===== src/rtl/mmio_timer.sv =====
// mmio_timer: memory-mapped down-counting timer (CTRL / PRESET / COUNT) with a maskable interrupt.
// Optional feature: define TIMER_AUTORELOAD_EN to make MODE 01 re-arm automatically; otherwise every count is one-shot.
module mmio_timer #(
  parameter logic [31:0] BASE = 32'h0000_7f00
) (
  input  logic        clk,
  input  logic        reset,
  input  logic [31:0] addr,
  input  logic [3:0]  byteen,
  input  logic [31:0] wdata,
  output logic [31:0] rdata,
  output logic        irq
);

  // state | meaning
  // IDLE  | timer parked, waiting for EN
  // LOAD  | COUNT takes PRESET
  // CNT   | COUNT decrementing toward expiry
  // INT   | expiry seen; one-shot drops EN, auto-reload clears the flag and re-arms
  typedef enum logic [1:0] {
    S_IDLE = 2'd0,
    S_LOAD = 2'd1,
    S_CNT  = 2'd2,
    S_INT  = 2'd3
  } state_t;

  localparam logic [1:0] OFF_CTRL   = 2'd0;
  localparam logic [1:0] OFF_PRESET = 2'd1;
  localparam logic [1:0] OFF_COUNT  = 2'd2;

  state_t      r_state;
  state_t      w_state_nxt;
  logic        r_en;
  logic        r_im;
  logic        r_irq_flag;
  logic [1:0]  r_mode;
  logic [31:0] r_preset;
  logic [31:0] r_count;

  logic        w_sel;
  logic [1:0]  w_off;
  logic        w_wr;
  logic        w_wr_ctrl;
  logic        w_wr_preset;
  logic [1:0]  w_mode_wr;
  logic        w_reload_mode;
  logic [31:0] w_count_nxt;
  logic        w_en_clr;
  logic        w_flag_set;
  logic        w_flag_clr;
  logic        w_unused_addr;

  assign w_sel         = (addr[31:4] == BASE[31:4]);
  assign w_off         = addr[3:2];
  assign w_wr          = w_sel && (byteen == 4'b1111);
  assign w_wr_ctrl     = w_wr && (w_off == OFF_CTRL);
  assign w_wr_preset   = w_wr && (w_off == OFF_PRESET);
  assign w_unused_addr = ^addr[1:0];

`ifdef TIMER_AUTORELOAD_EN
  assign w_mode_wr     = wdata[2:1];
  assign w_reload_mode = (r_mode == 2'b01);
`else
  // Without auto-reload the MODE field is hardwired so software sees 00.
  assign w_mode_wr     = 2'b00;
  assign w_reload_mode = 1'b0;
`endif

  always_ff @(posedge clk or negedge reset) begin
    if (!reset) begin
      r_state <= S_IDLE;
    end else begin
      r_state <= w_state_nxt;
    end
  end

  always_comb begin
    w_state_nxt = r_state;
    w_count_nxt = r_count;
    w_en_clr    = 1'b0;
    w_flag_set  = 1'b0;
    w_flag_clr  = 1'b0;
    case (r_state)
      S_IDLE: begin
        if (r_en) begin
          w_state_nxt = S_LOAD;
        end
      end
      S_LOAD: begin
        w_count_nxt = r_preset;
        w_state_nxt = S_CNT;
      end
      S_CNT: begin
        if (!r_en) begin
          w_state_nxt = S_IDLE;
        end else if (r_count > 32'd1) begin
          w_count_nxt = r_count - 32'd1;
        end else begin
          // PRESET of 0 or 1 expires on the first CNT cycle.
          w_count_nxt = '0;
          w_flag_set  = 1'b1;
          w_state_nxt = S_INT;
        end
      end
      S_INT: begin
        if (w_reload_mode) begin
          w_flag_clr = 1'b1;
        end else begin
          w_en_clr = 1'b1;
        end
        w_state_nxt = S_IDLE;
      end
      default: w_state_nxt = S_IDLE;
    endcase
  end

  always_ff @(posedge clk or negedge reset) begin
    if (!reset) begin
      r_en       <= 1'b0;
      r_mode     <= 2'b00;
      r_im       <= 1'b0;
      r_irq_flag <= 1'b0;
      r_preset   <= '0;
      r_count    <= '0;
    end else begin
      r_count <= w_count_nxt;
      // A CPU write to CTRL overrides whatever the FSM wanted for EN and the flag.
      if (w_wr_ctrl) begin
        r_en       <= wdata[0];
        r_mode     <= w_mode_wr;
        r_im       <= wdata[3];
        r_irq_flag <= 1'b0;
      end else begin
        if (w_en_clr) begin
          r_en <= 1'b0;
        end
        if (w_flag_set) begin
          r_irq_flag <= 1'b1;
        end else if (w_flag_clr) begin
          r_irq_flag <= 1'b0;
        end
      end
      if (w_wr_preset) begin
        r_preset <= wdata;
      end
    end
  end

  always_comb begin
    rdata = '0;
    if (w_sel) begin
      case (w_off)
        OFF_CTRL:   rdata = {28'b0, r_im, r_mode, r_en};
        OFF_PRESET: rdata = r_preset;
        OFF_COUNT:  rdata = r_count;
        default:    rdata = '0;
      endcase
    end
  end

  assign irq = r_irq_flag & r_im;

endmodule


===== config.mk =====
export PLATFORM = sky130hd
export DESIGN_NAME = mmio_timer
export DESIGN_NICKNAME = d
export VERILOG_FILES = /design/src/rtl/mmio_timer.sv
export SDC_FILE = /design/constraint.sdc
export NUM_CORES = 1
export LEC_CHECK = 0
export CAP_MARGIN = 25
export CORE_ASPECT_RATIO = 0.75
export CORE_UTILIZATION = 46
export CTS_BUF_LIST = sky130_fd_sc_hd__clkbuf_2 sky130_fd_sc_hd__clkbuf_4 sky130_fd_sc_hd__clkbuf_8
export CTS_CLUSTER_SIZE = 24
export DETAILED_ROUTE_END_ITERATION = 8
export GPL_TIMING_DRIVEN = 0
export PLACE_DENSITY = 0.81
export SLEW_MARGIN = 25
export SYNTH_ARGS = -nofsm -noshare
export SYNTH_HDL_FRONTEND = slang
export SYNTH_SLANG_ARGS = --single-unit

===== constraint.sdc =====
create_clock -name clk -period 2.3 [get_ports clk]
set_clock_uncertainty 0.1 [all_clocks]
set_input_delay 0.23 -clock clk [delete_from_list [all_inputs] [get_ports clk]]
set_output_delay 0.23 -clock clk [all_outputs]
set_load 0.03 [all_outputs]

# Word-level counts from Yosys, hierarchy flattened
# Index checks and enable logic that the tools add are counted.
totals:
  latchBits: 0
  ram_bits: 0
  romBits: 0
  n_memories: 0
  wordCells: 46
  input_bits: 70
  output_inout_bits: 33
  regBits: 69
op_classes:
  div_mod_pow: 0
  order_cmp: 1
  n_addsub: 1
  n_eq_ne: 10
  muxes: 17
  n_mul: 0
  shift: 0
  bitwise_logic: 1
  n_reduce_logical: 10
op_table:
  columns: ["operator", "n"]
  rows:
  - ["2-to-1 mux 32 bit", 3]
  - ["one-hot mux 32 bit (3 select lines)", 1]
  - ["one-hot mux 32 bit (2 select lines)", 1]
  - ["> comparator 32 x 1 -> 1 bit, second input constant", 1]
  - ["subtractor 32 x 1 -> 32 bit, second input constant", 1]
  - ["== test 28 x 11 -> 1 bit, second input constant", 1]
  - ["2-to-1 mux 1 bit", 8]
  - ["one-hot mux 2 bit (4 select lines)", 1]
  - ["== test 2 bit, second input constant", 3]
  - ["2-to-1 mux 2 bit", 3]
  - ["nonzero test 2 bit", 3]
  - ["== test 2 x 1 -> 1 bit, second input constant", 2]
  - ["== test 4 bit, second input constant", 1]
  - ["zero test 2 bit", 2]
  - ["inequality test 2 bit, second input constant", 2]
  - ["AND reduction 2 bit", 2]
  - ["logical AND 1 bit", 3]
  - ["inequality test 3 bit, second input constant", 1]
  - ["AND 1 bit", 1]

# Logic depth before layout (Yosys ltp)
# Gate-level depths: netlist of the first run.
depth:
  depth_word: 6
  mapped_depth: 8
  mapped_depth_nobuf: 7

# Worst setup path before layout of the first run
# Ideal clock, no wire load.
synth_timing:
  kind: "register to register"
  from: "register r_count[20]"
  to: "register r_count[28]"
  period_less_slack_ps: 2556
  setup_time_ps: 126
  t_arrival_ps: 2330
  n_path_buf: 1
  path_slack_ps: -256
  path_stages_with_launch: 7
  required_time_ps: 2074
  path_cell_list: "dfrtp_1 -> or4_4 -> or3_1 -> buf_6 -> or4_1 -> a21o_1 -> a221o_1"
synth_via:
  elab_chain_len: 4
  word_cells_on_any_way: 5
  cone_classes: "add/sub (1); order compare (1); mux (3)"
synth_lines:
  columns: ["element", "line_no", "source"]
  rows:
  - ["from (decl)", "38", "logic [31:0] r_count;"]
  - ["from (signal assigned)", "126", "r_count <= w_count_nxt;"]
  - ["subtractor 32 x 1 -> 32 bit or > comparator 32 x 1 -> 1 bit (tied branches)", "97, 96", null]
  - ["2-to-1 mux 32 bit (*)", "96", "end else if (r_count > 32'd1) begin"]
  - ["2-to-1 mux 32 bit (*)", "94", "if (!r_en) begin"]
  - ["one-hot mux 32 bit (2 select lines) (*)", "83", "case (r_state)"]
# Mark *: on every way between the ends. The rest lies on a longest branch, timed or not. The select of a mux whose other input is x is not followed.
# A chain may end at the register's enable or synchronous reset.

# Worst setup path in the final report of the first run
layout_timing:
  from: "register r_count[27]"
  to: "register r_count[3]"
layout_via:
  elab_chain_len: 4
layout_lines:
  columns: ["element", "line_no"]
  rows:
  - ["> comparator 32 x 1 -> 1 bit", "96"]
  - ["2-to-1 mux 32 bit", "96"]
  - ["2-to-1 mux 32 bit", "94"]
  - ["one-hot mux 32 bit (2 select lines)", "83"]
# Every way passes these cells. The select of a mux whose other input is x is not followed.

==> flow_summary.toml, run 1 <==
[cells_and_area]
final_layout_size_suffix_gt1_share_pct = 40.6
seqCellArea_um2 = 1730
area_delta_synth_final_pct = 56.1
nets = 624
antenna_cells_inserted = 0
filler_cell_count = 606
stdcell_count = 665
multi_input_area_um2 = 2630

[timing]
hold_ws_ns = 0.310
relSlewSlack_pct = 44.1
worst-slew-pin-transition_ns = 0.834
finalHoldViolCount = 0
rsz_0062_raised_after_global_routing = "true"
post-route-period-util_pct = 113
max_clock_freq_mhz = 385
timing_max_transition_violations_final = 0
setup_viol = 41
final.setup.worst_slack_ns = -0.300
layout_min_cycle_time_ns = 2.60

[yosys]
yosys_most_used_dff = "dfrtp_1"
synth.avg_cell_area_um2 = 9.93
ys_types = 60
main_combinational_cell_family_by_area_after_synthesis = "compound AO/OA/AOI/OAI gates"
cell_types_occupying_the_most_area_after_synthesis = "dfrtp_1, mux2_2, a22oi_1, nor2_1, a221o_1"
ys_warn_count = 0
netlist_area_um2 = 4050
synth.yosys.seq_area_share_pct = 42.6
synth.cells.most_frequent = "dfrtp_1, nor2_1, a22oi_1"
synth_compound_gate_area_share_pct = 22.1
synthDominantCellAreaShare_pct = 42.6
synth_nets = 480
asyncSetResetFlopFracSynth_pct = 100
synthMuxAreaShare_pct = 10.4
adder_cell_share_of_the_synthesized_area_pct = 0.618
synthXorXnorAreaFrac_pct = 0
synth_simple_gate_area_share_pct = 19.6
syn-instance-count = 408
post-synth-top-area-cell = "dfrtp_1"
synth_most_common_cell = "dfrtp_1"
synth_edf_count = 0
synth-seq-cells = 69

[die]
core_area_um2 = 8490
die_y_um = 83.3
row_count = 29
fp.dieArea_um2 = 9190
ioPinCount = 103
die_w_um = 110
start_util_pct = 47.7

[routing]
vias_per_cell = 6.42
drt_pass1_iterations = 5
highest_metal_layer_with_signal_wires = "met4"
wirelength_met1_um = 5860
drt_iter0_drc = 424
wl_met3_um = 1480
drcViolationCount = 0
wl_met2_um = 6730
routed-via-count = 4267
wl_per_cell_um = 21.6
ant_nets = 0
wirelength_um = 14400

[global_route]
number_of_global_route_vias_before_repair = 4260
grt_pass1_wl_um = 22000
global_route_usage_over_all_layers_pct = 31.6
grt_overflow_total = 0
grt_antenna_before_repair = 0
grt_start_max_net_pins = 40

[worst_hold_path]
holdCritPathClass = "primary input to asynchronous set/reset pin"

[place]
port-buffer-count = 99
gpl.final_weighted_congestion = 0.898
placedCellCount = 616
detailed_place_hpwl_um = 9080

[clock_network]
cts_buffer_depth = 2
h_tree_depth = 3
worst_skew_pair.late_latency_ns = 0.36
numCtsBuffers = 9
cts.root.buffer_cell = "clkbuf_8"
numClockSinks = 69
cts.reportedPaths.clkPinSlew_ns = 0.07
cts_tree = "built"

[power]
p_seq_share_pct = 47.6
power.switching_fraction_pct = 22.3
switching_power_uw = 568
pwr-share-clk_pct = 45.8
power.static_leakage_uw = 0.00276
power.ir.vdd_worst_mv = 0.422
p_int_uw = 1980
pwr_density_cell_nw_per_um2 = 403
power_frac_comb_pct = 6.7

[setup_path]
criticalPathCategory = "flop to flop"
cp_data_required_time_ns = 2.44
start_kind = "flop"
critical_path.max_fanout = 8
critPathCaptureType = "flop"
worst_ep_arrival_time_ns = 2.74

[status]
violated_checks = "negative setup slack"
run_status = "complete, but fails checks"

[run]
maxCapViolations = 0
[worst paths after layout]
| check | startpoint | endpoint | slack [ns] | depth (start not counted) |
|---|---|---|---|---|
| setup / recovery | r_count[27]$_DFFE_PN0P_ | r_count[3]$_DFFE_PN0P_ | -0.30 | 6 |
| hold reg to reg | r_irq_flag$_DFFE_PN0P_ | r_irq_flag$_DFFE_PN0P_ | 0.41 | 2 |
| setup reg to reg | r_count[27]$_DFFE_PN0P_ | r_count[3]$_DFFE_PN0P_ | -0.30 | 6 |
| hold / removal | reset | r_preset[23]$_DFFE_PN0P_ | 0.31 | 2 |
| min in group clk | addr[3] | r_irq_flag$_DFFE_PN0P_ | 0.35 | 3 |
| max in group asynchronous | reset | r_count[16]$_DFFE_PN0P_ | 1.23 | 3 |
[layout by cell type (no fill, tap or decap), types with 15 or more instances in the layout]
cell / Yosys / layout
a22oi_1: 38 / 38
buf_2: 3 / 15
buf_4: 1 / 31
buf_6: 5 / 32
clkdlybuf4s50_1: 0 / 41
dfrtp_1: 69 / 65
mux2_4: 0 / 32
nand2_1: 16 / 15
nor2_1: 51 / 30
nor2_4: 0 / 20
[layout make-up]
type / instances / area share [%]
repair buffers: 138 / 21.1
multi-input cells: 301 / 41.7
clock buffers: 11 / 2.39
well taps: 108 / 2.14
flip-flops and latches: 69 / 27.4
clock inverters: 5 / 1.29
inverters: 7 / 0.416
plain buffers: 26 / 3.62
[critical path, stage by stage, from the launching register on]
cell and delay [ns]:
dfrtp_1 0.39, or4_4 0.58, or4_4 0.58, o31ai_4 0.28, buf_6 0.20, o21ai_1 0.07, a221o_1 0.27
[layer usage]
metal | up-vias | track usage, %
met2 | 280 | 47.6
met3 | 31 | 8.87
met5 | - | 0
met1 | 2080 | 43.7
met4 | 0 | 10.0
li1 | 1876 | -
[stage by stage]
stage          total power (uW)  TNS [ns]  area, um2  util [%]  setup WS [ns]
2_1_floorplan              1260     -4.57       4190         -         -0.232
3_5_place_dp               1410    -65.48       5330      62.8         -0.944
4_1_cts                    2550     -4.08       6120      72.1         -0.259
6_report                   2550     -5.05       6320      74.5         -0.300
3_3_place_gp               1410   -164.42       5310      62.6          -1.46
5_1_grt                    2620     -7.17       6320      74.5         -0.344
[cells by family after synthesis]
| group | count (synthesis) |
|---|---|
| adder cells (fa/ha/maj) | 2 |
| multiplexers | 38 |
| AO/OA/AOI/OAI | 117 |
| AND/OR/NAND/NOR | 144 |
| flip-flops | 69 |
| buffers and inverters | 38 |
[power groups by stage]
stage	logic, uW	registers [uW]	clock network (uW)
after floorplan	24.1	1240	0
after global placement	170	1240	0
after detailed placement	178	1240	0
after CTS	168	1210	1170
after global routing	185	1210	1220
final	170	1210	1170
[registers in the layout (all words and copies together), names as in the netlist]
| name | flops |
|---|---|
| r_im | 1 |
| r_en | 1 |
| r_irq_flag | 1 |
| r_count | 32 |
| r_state | 2 |
| r_preset | 32 |
[repair_timing]
item	CTS	global route
pin swaps	31	19
setup endpoints to repair	100	100
endpoints found under the hold margin	38	0
gates cloned	2	3
setup buffers	27	8
hold buffers	1	0
resized for setup	354	59
Power figures use the tool's default switching activity.
==> run 2: changes to the inputs <==
--- a/config.mk
+++ b/config.mk
@@ -9,10 +9,11 @@
 export CORE_ASPECT_RATIO = 0.75
 export CORE_UTILIZATION = 46
 export CTS_BUF_LIST = sky130_fd_sc_hd__clkbuf_2 sky130_fd_sc_hd__clkbuf_4 sky130_fd_sc_hd__clkbuf_8
-export CTS_CLUSTER_SIZE = 24
 export DETAILED_ROUTE_END_ITERATION = 8
 export GPL_TIMING_DRIVEN = 0
+export MAX_ROUTING_LAYER = met4
 export PLACE_DENSITY = 0.81
+export REMOVE_ABC_BUFFERS = 1
 export SLEW_MARGIN = 25
 export SYNTH_ARGS = -nofsm -noshare
 export SYNTH_HDL_FRONTEND = slang
==> run 2 against run 1 <==
The run still ends with negative setup slack left. Combinational power grew 18%. Design area increased by 6.6%. Sequential share of layout area down 1.7 points. Clock power down 12%. Non-clock buffer count up 13. Utilization grew 4.9 points. Via count is 11% higher. Highest routed layer unchanged.
==> flow_summary.toml, run 2 (synthesized netlist as in run 1, its figures left out) <==
[cells_and_area]
top_regs = "r_count: 32 flops, r_preset: 32 flops, r_state: 2 flops"
layout.cells.most_common_list = "dfrtp_1, buf_6, a22oi_1"
antenna_cells_inserted = 0
layout.cells.most_common = "dfrtp_1"
filler_cell_count = 474
nets = 641
finish.utilization_pct = 79.3
final_layout_size_suffix_gt1_share_pct = 47.7
area_delta_synth_final_pct = 66.3
layout.cell_area.non_filler_um2 = 6740

[timing]
hold_ws_ns = 0.255
layout_min_cycle_time_ns = 2.60
worst-slew-pin-transition_ns = 0.704
post-route-period-util_pct = 113
max_clock_freq_mhz = 384
rsz_0062_raised_after_global_routing = "true"
setup_viol = 93
final.setup.tns_ns = -13.93
finalHoldViolCount = 0
relSlewSlack_pct = 53.0
timing_max_transition_violations_final = 0
final.setup.worst_slack_ns = -0.303

[clock_network]
cts.root.buffer_cell = "clkbuf_8"
numCtsBuffers = 9
cts_tree = "built"
cts.reportedPaths.clkPinSlew_ns = 0.08
h_tree_depth = 3
cts_buffer_depth = 2
worst_skew_pair.late_latency_ns = 0.36
numClockSinks = 69

[run]
maxCapViolations = 0

[global_route]
global_route_usage_over_all_layers_pct = 32.1
grt_antenna_before_repair = 0
grt_overflow_total = 0
grt_pass1_wl_um = 21900
number_of_global_route_vias_before_repair = 4116
grt_start_max_net_pins = 38

[place]
detailed_place_hpwl_um = 7790
placed_area_um2 = 5130
port-buffer-count = 100
gpl.final_weighted_congestion = 0.863
dp_slack_ns = -1.69

[power]
pwr-share-clk_pct = 42.2
power.ir.vdd_worst_mv = 0.305
p_int_uw = 1860
power.switching_fraction_pct = 23.9
pwr_density_cell_nw_per_um2 = 363
switching_power_uw = 583
power.static_leakage_uw = 0.00292
power_frac_comb_pct = 8.2
p_seq_share_pct = 49.6

[die]
die_w_um = 110
core_area_um2 = 8490
row_count = 29
start_util_pct = 47.7
ioPinCount = 103
fp.dieArea_um2 = 9190
die_y_um = 83.3

[routing]
vias_per_cell = 6.95
drcViolationCount = 0
ant_nets = 0
drt_pass1_iterations = 6
wl_per_cell_um = 24.9
wirelength_um = 17000
drt_iter0_drc = 606
routed-via-count = 4738

[status]
run_status = "complete, but fails checks"
violated_checks = "negative setup slack"

[setup_path]
cp_data_required_time_ns = 2.44
worst_ep_arrival_time_ns = 2.74
r2r-start = "r_count[27]$_DFFE_PN0P_"
critical_path.max_fanout = 4
criticalPathCategory = "flop to flop"
critPathCaptureType = "flop"
start_kind = "flop"
worstSetupStartpoint = "r_count[27]$_DFFE_PN0P_"
r2r_setup_slack_ns = -0.30

[worst_hold_path]
holdCritPathClass = "primary input to asynchronous set/reset pin"
-- run 2: cell count changes in the layout (fill, tap and decap cells not counted), moves of 5 or more --
cell and delta:
buf_6 +32, clkbuf_2 -5, clkbuf_1 -5, nor2_1 -12
nor2_4 +9
-- run 2: path summary, 6_finish.rpt --
kind / endpoint / depth (start not counted)
setup / recovery: r_count[17]$_DFFE_PN0P_ / 6
hold / removal: r_preset[8]$_DFFE_PN0P_ / 2
setup reg to reg: r_count[17]$_DFFE_PN0P_ / 6
hold reg to reg: r_irq_flag$_DFFE_PN0P_ / 2
max in group asynchronous: r_preset[24]$_DFFE_PN0P_ / 3
min in group clk: r_preset[5]$_DFFE_PN0P_ / 2
-- run 2: timing repair --
item,CTS,global route
gates cloned,6,0
setup endpoints to repair,100,98
setup buffers,42,30
hold buffers,1,0
hold endpoints to repair,32,0
gates resized for setup,343,159
pin swaps,29,48
-- run 2: per-stage QoR --
| step | std cells | total power [uW] |
|---|---|---|
| after floorplan | 377 | 1250 |
| after CTS | 655 | 2420 |
| after global routing | 682 | 2510 |
| final | 682 | 2440 |
| after global placement | 585 | 1400 |
| after detailed placement | 590 | 1420 |
-- run 2: power groups by stage --
stage,sequential (uW),clock (uW),combinational [uW]
finish,1210,1030,200
global route,1210,1090,212
CTS,1210,1020,193
detailed placement,1240,0,180
global placement,1240,0,165
floorplan,1240,0,17.7
-- run 2: layout make-up --
type	count	area [um2]	area share (%)
clock inverters	5	50.0	0.743
well taps	108	135	2.01
repair buffers	177	1810	26.9
inverters	7	26.3	0.390
multi-input cells	305	2840	42.1
flip-flops and latches	69	1730	25.7
clock buffers	11	145	2.15
-- run 2: routing by layer --
layer / share of wire [%] / global-route usage [%] / vias to the layer above
li1: - / - / 1917
met1: 36 / 44.0 / 2288
met2: 47 / 47.0 / 420
met3: 12 / 7.77 / 113
met4: 4.9 / 9.93 / 0
met5: 0 / - / -
-- run 2: critical path, cell delays in order, from the launching register on --
cell     delay (ns)
dfrtp_1        0.40
or4_4          0.56
or4_4          0.61
o31ai_4        0.28
buf_6          0.18
o41ai_2        0.06
a221o_1        0.29
==> run 3: changes to the inputs <==
--- a/config.mk
+++ b/config.mk
@@ -7,6 +7,7 @@
 export LEC_CHECK = 0
 export CAP_MARGIN = 25
 export CORE_ASPECT_RATIO = 0.75
+export CORE_MARGIN = 3
 export CORE_UTILIZATION = 46
 export CTS_BUF_LIST = sky130_fd_sc_hd__clkbuf_2 sky130_fd_sc_hd__clkbuf_4 sky130_fd_sc_hd__clkbuf_8
 export DETAILED_ROUTE_END_ITERATION = 8
==> run 3 against run 2 <==
The run still ends with negative setup slack left. Die area grew 8.6%. Non-clock buffer count shrank 12. Sequential power barely moved. Clock power about the same. Final cell count shrank 1.6%. Utilization rose by 0.11 points. Sequential share of layout area rose by 0.79 points. Flip-flop and latch count unchanged. Largest power group unchanged.
==> flow_summary.toml, run 3 (synthesized netlist as in run 1, its figures left out) <==
[status]
run_status = "complete, but fails checks"
violated_checks = "negative setup slack"

[setup_path]
cp_common_cell = "or4_4"
critical_path.max_fanout = 7
path_delay_family = "simple AND/OR/NAND/NOR gates"
start_kind = "flop"
cp_data_required_time_ns = 2.45
worstPathCellList = "or4_4 > or4_4 > o31ai_4 > buf_6 > o41ai_2 > a221o_1"
criticalPathCategory = "flop to flop"
timing.reg2reg.worst_path_depth = 6
critPathCaptureType = "flop"
worst_ep_arrival_time_ns = 2.79
number_of_stages_on_the_worst_setup_path = 6
critPathSlowestCell = "or4_4"
slowest_delay_ns = 0.55
crit_buf_inv = 1

[die]
row_count = 28
core_area_um2 = 8230
fp.dieArea_um2 = 9980
start_util_pct = 49.2
ioPinCount = 103
die_y_um = 87.3
die_w_um = 114

[place]
detailed_place_hpwl_um = 8180
gpl.final_weighted_congestion = 0.903
port-buffer-count = 100

[global_route]
grt_start_max_net_pins = 42
grt_pass1_wl_um = 25600
grt_antenna_before_repair = 0
global_route_usage_over_all_layers_pct = 34.6
number_of_global_route_vias_before_repair = 4567
grt_overflow_total = 0

[routing]
drcViolationCount = 0
wl_per_cell_um = 27.6
ant_nets = 0
vias_per_cell = 7.22
drt_pass1_iterations = 9
wirelength_um = 18500
drt_iter0_drc = 774
routed-via-count = 4842

[cells_and_area]
layout.cells.most_common_list = "dfrtp_1, buf_4, a22oi_1, buf_6, clkdlybuf4s50_1"
nets = 633
filler_cell_count = 434
layout.cells.most_common = "dfrtp_1"
area_delta_synth_final_pct = 61.5
top_regs = "r_count: 32 flops, r_preset: 32 flops, r_state: 2 flops"
final_layout_size_suffix_gt1_share_pct = 45.9
antenna_cells_inserted = 0

[timing]
post-route-period-util_pct = 115
finalHoldViolCount = 0
final.setup.tns_ns = -8.06
setup_viol = 66
relSlewSlack_pct = 48.9
rsz_0062_raised_after_global_routing = "true"
final.setup.worst_slack_ns = -0.336
worst-slew-pin-transition_ns = 0.765
timing_max_transition_violations_final = 0
max_clock_freq_mhz = 379
layout_min_cycle_time_ns = 2.64

[run]
maxCapViolations = 0

[power]
power.ir.vdd_worst_mv = 0.468
design_power_total_uw = 2480
pwr_density_cell_nw_per_um2 = 379
power.static_leakage_uw = 0.00286

[clock_network]
numClockSinks = 69
h_tree_depth = 3
numCtsBuffers = 9
cts.root.buffer_cell = "clkbuf_8"
cts.reportedPaths.clkPinSlew_ns = 0.09
worst_skew_pair.late_latency_ns = 0.38
cts_tree = "built"
cts_buffer_depth = 2

[worst_hold_path]
holdCritPathClass = "primary input to asynchronous set/reset pin"
run 3: cell types whose count changed in the layout (fill, tap and decap cells not counted), moves of 4 or more:
cell,change
nor2_4,-16
buf_12,+4
nor2_2,+6
buf_6,-26
nor2_1,+10
buf_4,+8
buf_2,+7
run 3: final cells by class:
| type | instances | area, um2 | area share (%) |
|---|---|---|---|
| repair buffers | 165 | 1610 | 24.6 |
| clock buffers | 10 | 138 | 2.10 |
| flip-flops and latches | 69 | 1730 | 26.5 |
| clock inverters | 6 | 62.6 | 0.956 |
| well taps | 105 | 131 | 2.01 |
| multi-input cells | 309 | 2840 | 43.4 |
| inverters | 7 | 26.3 | 0.402 |
run 3: per-stage QoR:
| step | setup WS (ns) | instance area, um2 | util, % | cells | hold slack [ns] |
|---|---|---|---|---|---|
| finish | -0.336 | 6540 | 79.5 | 671 | 0.281 |
| global route | -0.360 | 6540 | 79.5 | 671 | 0.340 |
| CTS | -0.272 | 6090 | 73.9 | 656 | 0.295 |
| detailed placement | -1.68 | 5120 | 62.1 | 586 | 0.149 |
| global placement | -2.39 | 5020 | 61.0 | 582 | 0.382 |
| floorplan | -1.25 | 3890 | - | 377 | -0.166 |
run 3: worst paths after layout:
| kind | start | to | slack, ns |
|---|---|---|---|
| max | r_count[24]$_DFFE_PN0P_ | r_count[17]$_DFFE_PN0P_ | -0.34 |
| min | reset | r_preset[23]$_DFFE_PN0P_ | 0.28 |
| max reg2reg | r_count[24]$_DFFE_PN0P_ | r_count[17]$_DFFE_PN0P_ | -0.34 |
| min reg2reg | r_preset[11]$_DFFE_PN0P_ | r_count[11]$_DFFE_PN0P_ | 0.44 |
| max in group asynchronous | reset | r_count[20]$_DFFE_PN0P_ | 1.25 |
| min in group clk | wdata[18] | r_preset[18]$_DFFE_PN0P_ | 0.36 |
run 3: timing repair:
item                                    CTS  global route
pin swaps                                32            25
cloned                                    9             1
hold endpoints to repair                 40             0
endpoints found under the setup margin  100            97
hold buffers                              1             0
setup buffers                            44            18
gates resized for setup                 326           144
run 3: layer usage:
| metal | up-vias | GRT usage (%) | share of wire, % |
|---|---|---|---|
| met5 | - | - | 0 |
| met4 | 0 | 15.5 | 7.6 |
| met3 | 161 | 9.93 | 13 |
| met2 | 478 | 52.1 | 45 |
| met1 | 2287 | 43.5 | 34 |
| li1 | 1916 | - | - |
run 3: report_power, final:
part / total, uW / leakage, uW / internal [uW] / switching [uW]
sequential: 1210 / 0.000951 / 1210 / 0.0000161
clock: 1050 / 0.0000943 / 526 / 524
combinational: 217 / 0.00181 / 120 / 97.3
